**config.mk**
```make
export PLATFORM = sky130hd
export DESIGN_NAME = cdc_handshake_tx
export DESIGN_NICKNAME = d
export VERILOG_FILES = /design/src/rtl/cdc_pkg.sv /design/src/rtl/sync_nff.sv /design/src/rtl/cdc_handshake_tx.sv
export SDC_FILE = /design/constraint.sdc
export NUM_CORES = 1
export LEC_CHECK = 0
export CORE_MARGIN = 2
export CORE_UTILIZATION = 43
export DETAILED_ROUTE_END_ITERATION = 7
export HOLD_SLACK_MARGIN = 0.1
export PLACE_DENSITY = 0.89
export SLEW_MARGIN = 40
export SYNTH_ARGS = -nofsm -noshare
export SYNTH_HDL_FRONTEND = slang
export SYNTH_SLANG_ARGS = --single-unit
```
**constraint.sdc**
```tcl
create_clock -name clk_src -period 2.7 [get_ports clk_src]
set_input_delay 0.27 -clock clk_src [delete_from_list [all_inputs] [get_ports clk_src]]
set_output_delay 0.27 -clock clk_src [all_outputs]
set_load 0.03 [all_outputs]
```
**src/rtl/cdc_pkg.sv**
```systemverilog
// Shared definitions for the req/ack clock-domain-crossing handshake blocks.
package cdc_pkg;

    typedef enum logic [1:0] {
        IDLE,
        REQ,
        REL
    } hs_state_t;

    localparam int unsigned CDC_MIN_SYNC_STAGES = 2;

endpackage

```
**src/rtl/sync_nff.sv**
```systemverilog
// N-stage level synchronizer for a single asynchronous bit; all stages reset to 0.
module sync_nff
    import cdc_pkg::*;
#(
    parameter int unsigned STAGES = CDC_MIN_SYNC_STAGES
) (
    input  logic clk,
    input  logic rst,
    input  logic d_async,
    output logic q_sync
);

    logic [STAGES-1:0] sync_q;
    logic [STAGES-1:0] sync_d;

    always_comb begin
        sync_d = {sync_q[STAGES-2:0], d_async};
    end

    always_ff @(posedge clk) begin
        if (rst) begin
            sync_q <= '0;
        end else begin
            sync_q <= sync_d;
        end
    end

    assign q_sync = sync_q[STAGES-1];

endmodule

```
**src/rtl/cdc_handshake_tx.sv**
```systemverilog
// Transmit end of the four-phase req/ack CDC handshake: captures a word, holds it
// on data_async, raises req_async and completes the return-to-zero phase.
module cdc_handshake_tx
    import cdc_pkg::*;
#(
    parameter int unsigned DATA_W      = 8,
    parameter int unsigned SYNC_STAGES = 2,
    parameter int unsigned TIMEOUT     = 0
) (
    input  logic              clk_src,
    input  logic              rst,
    input  logic              in_valid,
    output logic              in_ready,
    input  logic [DATA_W-1:0] in_data,
    output logic              req_async,
    output logic [DATA_W-1:0] data_async,
    input  logic              ack_async,
    output logic              tx_done,
    output logic              err_timeout
);

    localparam int unsigned     CNT_W    = (TIMEOUT == 0) ? 1 : $clog2(TIMEOUT + 1);
    localparam logic [CNT_W-1:0] CNT_LAST = (TIMEOUT == 0) ? '0 : CNT_W'(TIMEOUT - 1);
    localparam logic [CNT_W-1:0] CNT_MAX  = '1;

    hs_state_t         state_q, state_d;
    logic              req_q, req_d;
    logic [DATA_W-1:0] data_q, data_d;
    logic              done_q, done_d;
    logic              err_q, err_d;
    logic [CNT_W-1:0]  cnt_q, cnt_d;
    logic              aborted_q, aborted_d;
    logic              ack_sync;

    sync_nff #(
        .STAGES (SYNC_STAGES)
    ) u_ack_sync (
        .clk     (clk_src),
        .rst     (rst),
        .d_async (ack_async),
        .q_sync  (ack_sync)
    );

    always_ff @(posedge clk_src) begin
        if (rst) begin
            state_q   <= IDLE;
            req_q     <= 1'b0;
            data_q    <= '0;
            done_q    <= 1'b0;
            err_q     <= 1'b0;
            cnt_q     <= '0;
            aborted_q <= 1'b0;
        end else begin
            state_q   <= state_d;
            req_q     <= req_d;
            data_q    <= data_d;
            done_q    <= done_d;
            err_q     <= err_d;
            cnt_q     <= cnt_d;
            aborted_q <= aborted_d;
        end
    end

    always_comb begin
        state_d   = state_q;
        req_d     = req_q;
        data_d    = data_q;
        done_d    = 1'b0;
        err_d     = 1'b0;
        cnt_d     = cnt_q;
        aborted_d = aborted_q;
        case (state_q)
            IDLE: begin
                if (in_valid && in_ready) begin
                    data_d  = in_data;
                    req_d   = 1'b1;
                    cnt_d   = '0;
                    state_d = REQ;
                end
            end
            REQ: begin
                // A genuine ack wins over a timeout expiring on the same edge.
                if (ack_sync) begin
                    req_d   = 1'b0;
                    state_d = REL;
                end else if ((TIMEOUT != 0) && (cnt_q == CNT_LAST)) begin
                    req_d     = 1'b0;
                    err_d     = 1'b1;
                    aborted_d = 1'b1;
                    state_d   = REL;
                end else if (cnt_q != CNT_MAX) begin
                    cnt_d = cnt_q + CNT_W'(1);
                end
            end
            REL: begin
                if (!ack_sync) begin
                    done_d    = !aborted_q;
                    aborted_d = 1'b0;
                    state_d   = IDLE;
                end
            end
            default: begin
                state_d = IDLE;
            end
        endcase
    end

    // A stale ack still high (e.g. after a reset mid-transfer) blocks new requests.
    always_comb begin
        in_ready = (state_q == IDLE) && !ack_sync;
    end

    assign req_async   = req_q;
    assign data_async  = data_q;
    assign tx_done     = done_q;
    assign err_timeout = err_q;

endmodule

```
# --- Yosys cells after proc, flatten, opt, wreduce, memory -nomap -nowiden ---
# Cells that the tools add are included.
word_totals:
  regBits: 14
op_classes:
  eq_ne: 5
  muxes: 7
  bitwise_logic: 1
  reduce_logical: 9
op_table:
  columns: ["cell", "count"]
  rows:
  - ["2-bit two-way mux", 3]
  - ["2-bit one-hot mux with 3 select lines", 1]
  - ["3-bit AND reduction", 2]
  - ["2-bit != test (second input constant)", 2]
  - ["3-bit OR reduction", 1]
  - ["2-bit by 1-bit equality test with 1-bit output (second input constant)", 1]
  - ["2-bit equality test (second input constant)", 1]
  - ["1-bit logical AND", 2]
  - ["2-bit logical NOT", 1]
  - ["1-bit two-way mux", 2]
  - ["2-bit by 1-bit != test with 1-bit output (second input constant)", 1]
  - ["1-bit one-hot mux with 2 select lines", 1]
  - ["2-bit AND reduction", 1]
  - ["2-bit nonzero test", 1]
  - ["1-bit logical NOT", 1]
  - ["1-bit inverter", 1]

# --- Longest topological paths before layout ---
# Gate-level depths: netlist (run 1).
depth:
  ltp_word: 5
  ltp_mapped: 3
  ltp_nobuf: 2

# --- Hierarchy ---
# From an unflattened synthesis (run 1), not the netlist that was laid out.
unflattened:
  cells_unflattened: 57
  area_unflattened_um2: 589.3
modules_own_cells:
  columns: ["mod", "instances", "cells_per_inst", "area_each_um2", "seq_area_each_um2"]
  rows:
  - ["cdc_handshake_tx", 1, 53, 536.8, 240.2]
  - ["sync_nff", 1, 4, 52.6, 40.0]

# --- Least setup slack after synthesis (run 1) ---
# Ideal clock, no wire load.
synth_timing:
  path_type: "register to output"
  from: "register state_q[0]"
  to: "output in_ready"
  t_arrival_ps: 1054
  setup_slack_ps: 1376
  path_stages_with_launch: 2
  n_path_buf: 0
  cell_sequence: "dfxtp_1 -> nor3_1"
synth_between:
  elab_chain_len: 2
synth_rtl:
  columns: ["element", "line_no", "text"]
  rows:
  - ["from (decl)", "cdc_handshake_tx.sv:26", "hs_state_t state_q, state_d;"]
  - ["from (signal assigned)", "cdc_handshake_tx.sv:54", "state_q <= state_d;"]
  - ["2-bit logical NOT", "cdc_handshake_tx.sv:110", "in_ready = (state_q == IDLE) && !ack_sync;"]
  - ["1-bit logical AND", "cdc_handshake_tx.sv:110", null]
  - ["to (decl)", "cdc_handshake_tx.sv:13", "output logic in_ready,"]
# Every way passes these cells.

# --- Worst setup path in the final report (run 1) ---
# Same ends and word-level chain as after synthesis.

==> results of run 1 <==
-- layer usage --
metal,vias up,track usage (%),routed length (microns)
met3,4,8.15,64
met4,0,12.5,26
met2,13,20.7,503
met1,197,19.0,487
met5,-,0,0
li1,232,-,-
-- layout make-up --
type	count	area, sq um
Timing Repair Buffer	23	228
Tap cell	15	18.8
Fill cell	109	427
Inverter	1	3.75
Clock buffer	4	36.3
Sequential cell	14	280
Multi-Input combinational cell	38	292
-- state kept, by name (all words and copies together) (netlist names) --
| register | cells |
|---|---|
| data_async | 8 |
| req_async | 1 |
| state_q | 2 |
| tx_done | 1 |
| u_ack_sync.sync_q | 2 |
-- worst min-delay path by stage --
stage                               startpoint                               to  slack (ns)  depth (start not counted)
5_1_grt        u_ack_sync.sync_q[0]$_SDFF_PP0_  u_ack_sync.sync_q[1]$_SDFF_PP0_        0.47                          1
6_report       u_ack_sync.sync_q[0]$_SDFF_PP0_  u_ack_sync.sync_q[1]$_SDFF_PP0_        0.44                          1
4_1_cts        u_ack_sync.sync_q[0]$_SDFF_PP0_  u_ack_sync.sync_q[1]$_SDFF_PP0_        0.44                          1
2_1_floorplan                        ack_async  u_ack_sync.sync_q[0]$_SDFF_PP0_        0.40                          1
3_3_place_gp   u_ack_sync.sync_q[0]$_SDFF_PP0_  u_ack_sync.sync_q[1]$_SDFF_PP0_        0.42                          1
3_5_place_dp   u_ack_sync.sync_q[0]$_SDFF_PP0_  u_ack_sync.sync_q[1]$_SDFF_PP0_        0.42                          1
-- worst register-to-register path, delay by kind of cell (launching register included) --
family	cells	cell delay [ns]
compound gates	1	0.35
simple gates	1	0.41
flops	1	0.37
-- stage by stage --
| stage | area [sq um] | power (mW) | worst slack (ns) |
|---|---|---|---|
| 6_report | 858 | 0.472 | 0.891 |
| 5_1_grt | 858 | 0.504 | 0.760 |
| 4_1_cts | 858 | 0.481 | 0.865 |
| 3_5_place_dp | 822 | 0.331 | 1.09 |
| 3_3_place_gp | 822 | 0.329 | 1.14 |
| 2_1_floorplan | 589 | 0.288 | 1.38 |
-- kinds of logic (layout without fill, tap and decap cells) --
family          Yosys count  after routing
simple gates             27             27
mux                       8              8
other cells               1              1
xor+xnor                  1              1
flops                    14             14
buf+inv                   5             28
compound gates            1              1
-- synth_stat cells --
| cell type | number | area share (%) |
|---|---|---|
| nor4b_1 | 2 | 3.0 |
| nand2b_1 | 16 | 17 |
| a2111oi_2 | 1 | 2.5 |
| inv_1 | 1 | 0.64 |
| buf_4 | 1 | 1.3 |
| nor2_1 | 1 | 0.64 |
| conb_1 | 1 | 0.64 |
| mux2i_1 | 8 | 14 |
| nor3_1 | 1 | 0.85 |
| nor4_1 | 1 | 1.1 |
| and3b_2 | 1 | 1.7 |
| clkbuf_1 | 2 | 1.3 |
| dfxtp_1 | 14 | 48 |
| buf_2 | 1 | 0.85 |
| nor3b_1 | 1 | 1.3 |
| or3b_1 | 1 | 1.5 |
| xnor2_1 | 1 | 1.5 |
| nor2b_1 | 3 | 3.2 |
-- power breakdown --
group          switching [mW]  internal, mW  leakage (nW)  total (mW)
Sequential            0.00867         0.219         0.115       0.227
Clock                  0.0646        0.0820        0.0210       0.147
Combinational          0.0468        0.0516         0.189      0.0984
==> flow_metrics.py, run 1 <==
metrics = {
    "timing": {
        "rsz0062_at_grt": "false",
        "period_needed_ns": 1.81,
        "skew_ns": 0.00798,
        "fmax_mhz": 553,
        "max-slew-margin-rel_pct": 59.2,
        "fin_tns_setup_ns": 0,
        "hold_viol": 0,
        "hold_ws_ns": 0.437,
        "final-setup-viol-count": 0,
        "fin_crit_sh_pct": 67.0,
        "tightest_slew_ns": 0.610,
        "finalMaxSlewViolations": 0,
    },
    "setup_path": {
        "startpoint_type": "flip-flop",
        "cp_max_fo": 7,
        "end_kind": "output pin",
        "r2r_end": "req_async$_SDFFE_PP0P_",
        "crit_arrival_ns": 1.54,
        "endpoint": "in_ready",
        "crit_chain": "nor3_1 -> clkdlybuf4s50_1",
        "crit_start": "state_q[0]$_SDFFE_PP0P_",
        "r2r_setup_slack_ns": 1.48,
        "crit_cells": 2,
        "critPathRequiredTime_ns": 2.43,
        "crit_family": "buffers and inverters",
        "critPathBufInv": 1,
        "r2r-start": "state_q[1]$_SDFFE_PP0P_",
        "slowest_delay_ns": 0.69,
        "crit_type": "flip-flop to output pin",
        "rr_worst_depth": 2,
        "slowest_stage": "clkdlybuf4s50_1",
    },
    "clock_network": {
        "htreeDepth": 1,
        "cts.clk_slew.worst_paths_ns": 0.07,
        "clk_latency_ns": 0.28,
        "ctsLongestPathBuffers": 2,
        "cts-root-buf": "clkbuf_4",
        "cts.sinks": 14,
        "numCtsBuffers": 3,
        "cts_tree": "yes",
        "cts_resized": 0,
        "cts_hold_buf": 0,
        "post_cts_buffers": 0,
    },
    "floorplan": {
        "dieWidth_microns": 41.0,
        "dieHeight_microns": 41.0,
        "row_count": 13,
        "io_pins": 24,
        "core_area_sq_mm": 0.00128,
        "start_util_pct": 45.9,
        "die-area_sq_mm": 0.00168,
    },
    "synthesis": {
        "yosysSeqAreaShare_pct": 47.6,
        "ys_ff_latch": 14,
        "ys_warn_count": 0,
        "muxShareOfSynthArea_pct": 13.6,
        "syn_avg_cell_area_sq_um": 10.3,
        "synth_xor_area_share_pct": 1.49,
        "synthesis.area_sq_um": 589,
        "synth-simple-area-share_pct": 30.1,
        "synth_nets": 69,
        "synth_fa_ha_area_share_pct": 0,
        "synth_cell_types": 18,
        "syn_inst": 57,
        "synth-compound-area-share_pct": 2.55,
        "synth_top_family_by_area": "simple AND/OR/NAND/NOR gates",
    },
    "global_routing": {
        "grt_pass1_wl_mm": 1.55,
        "antenna_found_initial": 0,
        "globalRouteOverflowTotal": 0,
        "grt_usage_pct": 15.8,
        "grt_max_degree": 23,
        "grt_pass1_vias": 352,
    },
    "place": {
        "portBuffers": 22,
        "dp_cells": 91,
        "dp_hpwl_microns": 765,
        "gp_congestion": 0.528,
    },
    "routing": {
        "wl_per_cell_microns": 11.4,
        "first_iter_violations": 5,
        "avgViaCountPerCell": 4.69,
        "antenna_left": 0,
        "drc": 0,
        "routed_wl_mm": 1.08,
        "num_vias": 446,
        "dr.pass1.iters": 4,
    },
    "worst_hold_path": {
        "hold_class": "flip-flop to flip-flop",
    },
    "cells_and_area": {
        "most-common-layout-cells": "clkdlybuf4s50_1 (22), nand2b_1 (16), dfxtp_1 (14)",
        "drive_gt1_share_pct": 10.0,
        "fin_cells": 95,
        "final_nets": 93,
        "fin_util_pct": 66.8,
        "antennaDiodeCount": 0,
        "layout_commonest_cell": "clkdlybuf4s50_1",
        "area.growth.synth_to_final_pct": 45.6,
    },
    "power": {
        "p_leak_nw": 0.325,
        "p_per_area_mw_per_mm2": 550,
        "vdd_drop_max_uv": 414,
    },
    "outcome": {
        "status": "complete, no violations",
    },
    "flow_run": {
        "cap_violations": 0,
    },
}
No activity file was read; power rests on OpenSTA's default activity.
==> run 2: changes to the inputs <==
--- a/config.mk
+++ b/config.mk
@@ -6,10 +6,10 @@
 export NUM_CORES = 1
 export LEC_CHECK = 0
 export CORE_MARGIN = 2
-export CORE_UTILIZATION = 43
+export CORE_UTILIZATION = 40
 export DETAILED_ROUTE_END_ITERATION = 7
 export HOLD_SLACK_MARGIN = 0.1
-export PLACE_DENSITY = 0.89
+export PLACE_DENSITY = 0.84
 export SLEW_MARGIN = 40
 export SYNTH_ARGS = -nofsm -noshare
 export SYNTH_HDL_FRONTEND = slang
==> constraint.sdc (replaced) <==
create_clock -name clk_src -period 1.8 [get_ports clk_src]
set_input_delay 0.18 -clock clk_src [delete_from_list [all_inputs] [get_ports clk_src]]
set_output_delay 0.18 -clock clk_src [all_outputs]
set_load 0.03 [all_outputs]
==> run 2 against run 1 <==
  * Utilization shrank 3.3 points
  * Worst hold slack gained 0.0071 ns
  * Sequential cell count is the same
  * Final cell count shrank 1.1%
  * Clock power grew 17%
  * Wire length shrank 4.3%
  * Largest power group unchanged
  * Highest routed layer unchanged
==> flow_metrics.py, run 2 (synthesis results as in run 1) <==
metrics = {
    "timing": {
        "rsz0062_at_grt": "false",
        "tightest_slew_ns": 0.596,
        "final-setup-viol-count": 0,
        "finalMaxSlewViolations": 0,
        "fin_tns_setup_ns": 0,
        "hold_viol": 0,
        "fmax_mhz": 679,
        "period_needed_ns": 1.47,
        "fin_crit_sh_pct": 81.8,
        "max-slew-margin-rel_pct": 60.1,
        "skew_ns": 0.00342,
    },
    "setup_path": {
        "slowest_stage": "clkdlybuf4s50_1",
        "crit_chain": "clkdlybuf4s50_1",
        "crit_family": "buffers and inverters",
        "crit_arrival_ns": 1.29,
        "end_kind": "output pin",
        "crit_cells": 1,
        "startpoint_type": "flip-flop",
        "cp_max_fo": 3,
        "critPathRequiredTime_ns": 1.62,
        "slowest_delay_ns": 0.67,
        "rr_worst_depth": 2,
        "crit_type": "flip-flop to output pin",
        "critPathBufInv": 1,
    },
    "routing": {
        "drc": 0,
        "wl_per_cell_microns": 11.0,
        "dr.pass1.iters": 2,
        "avgViaCountPerCell": 4.74,
        "num_vias": 446,
        "antenna_left": 0,
        "routed_wl_mm": 1.04,
        "first_iter_violations": 3,
    },
    "floorplan": {
        "dieWidth_microns": 42.4,
        "dieHeight_microns": 42.4,
        "core_area_sq_mm": 0.00133,
        "row_count": 13,
        "io_pins": 24,
        "start_util_pct": 44.2,
        "die-area_sq_mm": 0.00180,
    },
    "global_routing": {
        "globalRouteOverflowTotal": 0,
        "grt_pass1_wl_mm": 1.61,
        "grt_usage_pct": 12.2,
        "grt_max_degree": 23,
        "antenna_found_initial": 0,
        "grt_pass1_vias": 395,
    },
    "power": {
        "switching_power_mw": 0.176,
        "pwr-share-comb_pct": 22.1,
        "internal_power_mw": 0.482,
        "clockPowerShare_pct": 26.1,
        "p_leak_nw": 0.325,
        "vdd_drop_max_uv": 478,
        "seq_power_share_pct": 51.9,
        "p_per_area_mw_per_mm2": 777,
        "netSwitchingFraction_pct": 26.7,
    },
    "outcome": {
        "status": "complete, no violations",
    },
    "cells_and_area": {
        "largest_reg_flops": 8,
        "layout_commonest_cell": "clkdlybuf4s50_1",
        "antennaDiodeCount": 0,
        "fin_cells": 94,
        "most-common-layout-cells": "clkdlybuf4s50_1 (21), nand2b_1 (16), dfxtp_1 (14)",
        "area.growth.synth_to_final_pct": 43.7,
        "fillers": 121,
        "drive_gt1_share_pct": 8.86,
        "final_nets": 93,
    },
    "clock_network": {
        "cts.clk_slew.worst_paths_ns": 0.08,
        "clk_latency_ns": 0.27,
        "cts_tree": "yes",
        "post_cts_buffers": 0,
        "cts_hold_buf": 0,
        "htreeDepth": 1,
        "cts-root-buf": "clkbuf_4",
        "ctsLongestPathBuffers": 2,
        "numCtsBuffers": 3,
        "cts.sinks": 14,
    },
    "place": {
        "portBuffers": 22,
        "dp_cells": 91,
        "gp_congestion": 0.673,
        "dp_hpwl_microns": 717,
    },
    "worst_hold_path": {
        "hold_class": "flip-flop to flip-flop",
        "hold_depth": 1,
    },
    "flow_run": {
        "cap_violations": 0,
    },
}
[run 2: cell count changes in the layout (fill, tap and decap cells not counted)]
cell,change
clkbuf_8,-1
dlymetal6s2s_1,+1
clkdlybuf4s50_1,-1
[run 2: path summary, 6_finish.rpt]
| kind | from | end | slack, ns |
|---|---|---|---|
| min | u_ack_sync.sync_q[0]$_SDFF_PP0_ | u_ack_sync.sync_q[1]$_SDFF_PP0_ | 0.44 |
| min reg2reg | u_ack_sync.sync_q[0]$_SDFF_PP0_ | u_ack_sync.sync_q[1]$_SDFF_PP0_ | 0.44 |
| max | req_async$_SDFFE_PP0P_ | req_async | 0.33 |
| max reg2reg | state_q[1]$_SDFFE_PP0P_ | req_async$_SDFFE_PP0P_ | 0.58 |
[run 2: area by class of cell]
class,count,area (sq um),share of cell area (%)
Multi-Input combinational cell,38,292,34.4
Sequential cell,14,280,33.1
Timing Repair Buffer,23,230,27.2
Clock buffer,3,22.5,2.66
Tap cell,15,18.8,2.22
Inverter,1,3.75,0.443
[run 2: power by group through the flow]
stage	Clock, mW	Sequential, mW	Combinational [mW]
finish	0.172	0.341	0.145
global route	0.195	0.344	0.154
CTS	0.179	0.341	0.147
detailed placement	0	0.349	0.147
global placement	0	0.348	0.146
floorplan	0	0.374	0.0569
[run 2: worst reg2reg max path: stages (launching register included)]
cell and delay (ns):
dfxtp_1 0.38, or3b_1 0.41, a2111oi_2 0.34
[run 2: metal layers]
metal / up-vias / global-route usage, % / share of wire, %
li1: 233 / - / -
met1: 200 / 15.0 / 47
met2: 11 / 17.2 / 45
met3: 2 / 4.31 / 5.8
met4: 0 / 9.38 / 1.4
met5: - / 0 / 0
[run 2: timing repair]
action / 4_1_cts / 5_1_grt
gates resized for setup: 0 / 1
endpoints found under the setup margin: 0 / 1
endpoints found under the hold margin: 0 / 0
[run 2: per-stage QoR]
stage	worst slack [ns]	area (sq um)	hold slack [ns]	power [mW]	util, %
4_1_cts	0.0481	845	0.446	0.668	63.3
5_1_grt	0.268	847	0.454	0.693	63.5
3_5_place_dp	0.314	822	0.430	0.495	61.6
6_report	0.328	847	0.444	0.658	63.5
2_1_floorplan	0.566	589	0.308	0.431	-
3_3_place_gp	0.330	822	0.417	0.494	61.6
==> run 3: changes to the inputs <==
--- a/config.mk
+++ b/config.mk
@@ -6,10 +6,10 @@
 export NUM_CORES = 1
 export LEC_CHECK = 0
 export CORE_MARGIN = 2
-export CORE_UTILIZATION = 40
+export CORE_UTILIZATION = 36
 export DETAILED_ROUTE_END_ITERATION = 7
 export HOLD_SLACK_MARGIN = 0.1
-export PLACE_DENSITY = 0.84
+export PLACE_DENSITY = 0.81
 export SLEW_MARGIN = 40
 export SYNTH_ARGS = -nofsm -noshare
 export SYNTH_HDL_FRONTEND = slang
==> constraint.sdc (replaced) <==
create_clock -name clk_src -period 1.2 [get_ports clk_src]
set_input_delay 0.12 -clock clk_src [delete_from_list [all_inputs] [get_ports clk_src]]
set_output_delay 0.12 -clock clk_src [all_outputs]
set_load 0.03 [all_outputs]
==> run 3 against run 2 <==
  * Wire length grew 26%
  * Sequential cell count is the same
  * Global-route usage grew 2.1 points
  * Sequential share of layout area shrank 3.3 points
  * Critical path type unchanged
  * Largest cell class unchanged
  * Largest power group unchanged
==> flow_metrics.py, run 3 (synthesis results as in run 1) <==
metrics = {
    "outcome": {
        "status": "complete, no violations",
    },
    "timing": {
        "fin_crit_sh_pct": 98.4,
        "period_needed_ns": 1.18,
        "hold_viol": 0,
        "rsz0062_at_grt": "true",
        "fmax_mhz": 847,
        "hold_ws_ns": 0.394,
        "skew_ns": 0.0119,
        "final-setup-viol-count": 0,
        "finalMaxSlewViolations": 0,
    },
    "floorplan": {
        "core_area_sq_mm": 0.00152,
        "dieWidth_microns": 44.5,
        "die-area_sq_mm": 0.00198,
        "row_count": 14,
        "dieHeight_microns": 44.5,
        "start_util_pct": 38.7,
        "io_pins": 24,
    },
    "cells_and_area": {
        "most-common-layout-cells": "nand2b_1 (16), dfxtp_1 (11), clkdlybuf4s50_1 (11)",
        "fin_cells": 105,
        "final_nets": 102,
        "drive_gt1_share_pct": 24.7,
        "largest_reg_flops": 8,
        "area.sequential_sq_um": 289,
        "area.growth.synth_to_final_pct": 64.5,
        "fillers": 138,
        "antennaDiodeCount": 0,
        "layout_commonest_cell": "nand2b_1",
        "multi_input_area_sq_um": 312,
    },
    "place": {
        "portBuffers": 22,
        "dp_hpwl_microns": 852,
        "dp_cells": 97,
        "gp_congestion": 0.624,
    },
    "setup_path": {
        "crit_type": "flip-flop to output pin",
        "slowest_stage": "dfxtp_2",
        "critPathRequiredTime_ns": 1.08,
        "endpoint": "in_ready",
        "cp_max_fo": 4,
        "crit_arrival_ns": 1.06,
        "worst_path_most_repeated_cell": "buf_6",
        "r2r_end": "req_async$_SDFFE_PP0P_",
        "slowest_delay_ns": 0.35,
        "r2r_setup_slack_ns": 0.02,
        "crit_cells": 3,
        "rr_worst_depth": 2,
        "end_kind": "output pin",
        "crit_family": "flip-flops",
        "r2r-start": "state_q[1]$_SDFFE_PP0P_",
        "crit_chain": "buf_6 -> nor3_4 -> buf_6",
        "crit_start": "u_ack_sync.sync_q[1]$_SDFF_PP0_",
        "startpoint_type": "flip-flop",
        "critPathBufInv": 2,
    },
    "power": {
        "vdd_drop_max_uv": 724,
        "p_per_area_mw_per_mm2": 1140,
        "p_leak_nw": 0.430,
    },
    "clock_network": {
        "cts_hold_buf": 0,
        "cts.sinks": 14,
        "htreeDepth": 1,
        "numCtsBuffers": 3,
        "cts.clk_slew.worst_paths_ns": 0.08,
        "cts_tree": "yes",
        "clk_latency_ns": 0.28,
        "ctsLongestPathBuffers": 2,
        "cts-root-buf": "clkbuf_4",
    },
    "routing": {
        "first_iter_violations": 4,
        "avgViaCountPerCell": 4.97,
        "drc": 0,
        "num_vias": 522,
        "dr.pass1.iters": 2,
        "antenna_left": 0,
        "wl_per_cell_microns": 12.4,
        "routed_wl_mm": 1.30,
    },
    "global_routing": {
        "grt_pass1_wl_mm": 2.04,
        "grt_max_degree": 23,
        "globalRouteOverflowTotal": 0,
        "grt_usage_pct": 14.4,
        "antenna_found_initial": 0,
        "grt_pass1_vias": 528,
    },
    "worst_hold_path": {
        "hold_class": "input port to flip-flop",
    },
    "flow_run": {
        "cap_violations": 0,
    },
}
-- run 3: cell count changes in the layout (fill, tap and decap cells not counted), moves of 2 or more --
| cell | change |
|---|---|
| buf_4 | +5 |
| dfxtp_1 | -3 |
| clkdlybuf4s50_1 | -10 |
| dfxtp_4 | +2 |
| dlygate4sd2_1 | +9 |
| buf_6 | +4 |
-- run 3: area by class of cell --
class                           instances  area share [%]
Sequential cell                        14            29.8
Clock buffer                            4            3.74
Multi-Input combinational cell         38            32.1
Timing Repair Buffer                   32            31.9
Tap cell                               16            2.06
Inverter                                1           0.387
-- run 3: how the worst min path moves through the flow --
stage / start / to / slack, ns / cells past startpoint
2_1_floorplan: ack_async / u_ack_sync.sync_q[0]$_SDFF_PP0_ / 0.25 / 1
3_3_place_gp: u_ack_sync.sync_q[0]$_SDFF_PP0_ / u_ack_sync.sync_q[1]$_SDFF_PP0_ / 0.42 / 1
3_5_place_dp: u_ack_sync.sync_q[0]$_SDFF_PP0_ / u_ack_sync.sync_q[1]$_SDFF_PP0_ / 0.43 / 1
4_1_cts: ack_async / u_ack_sync.sync_q[0]$_SDFF_PP0_ / 0.38 / 2
5_1_grt: ack_async / u_ack_sync.sync_q[0]$_SDFF_PP0_ / 0.41 / 2
6_report: ack_async / u_ack_sync.sync_q[0]$_SDFF_PP0_ / 0.39 / 2
-- run 3: repair_timing --
item / 4_1_cts / 5_1_grt
buffers inserted: 2 / 2
cloned: 0 / 0
endpoints found under the setup margin: 12 / 11
pin swaps: 2 / 1
endpoints found under the hold margin: 0 / 0
resized for setup: 15 / 8
-- run 3: per-stage QoR --
stage / TNS (ns) / cell area (sq um) / setup WS (ns) / power, mW / utilization [%]
global route: -0.161 / 970 / -0.0486 / 1.15 / 63.6
floorplan: 0 / 589 / 0.0258 / 0.647 / -
CTS: -0.0276 / 922 / -0.0276 / 1.10 / 60.5
detailed placement: -1.70 / 871 / -0.237 / 0.760 / 57.1
finish: 0 / 970 / 0.0190 / 1.11 / 63.6
global placement: -1.44 / 871 / -0.186 / 0.755 / 57.1
-- run 3: where the power goes --
group	switching (mW)	leakage (nW)	internal, mW	total, mW
logic	0.119	0.292	0.135	0.254
registers	0.0178	0.117	0.490	0.508
clock network	0.159	0.0210	0.184	0.344
total	0.296	0.430	0.810	1.11
-- run 3: per-layer routing --
layer / global-route usage (%) / vias to the layer above / share of wire, %
met2: 25.5 / 12 / 58
met5: 0 / - / 0
met4: 10.3 / 0 / 1.2
met1: 14.0 / 254 / 36
met3: 4.08 / 2 / 4.7
li1: - / 254 / -
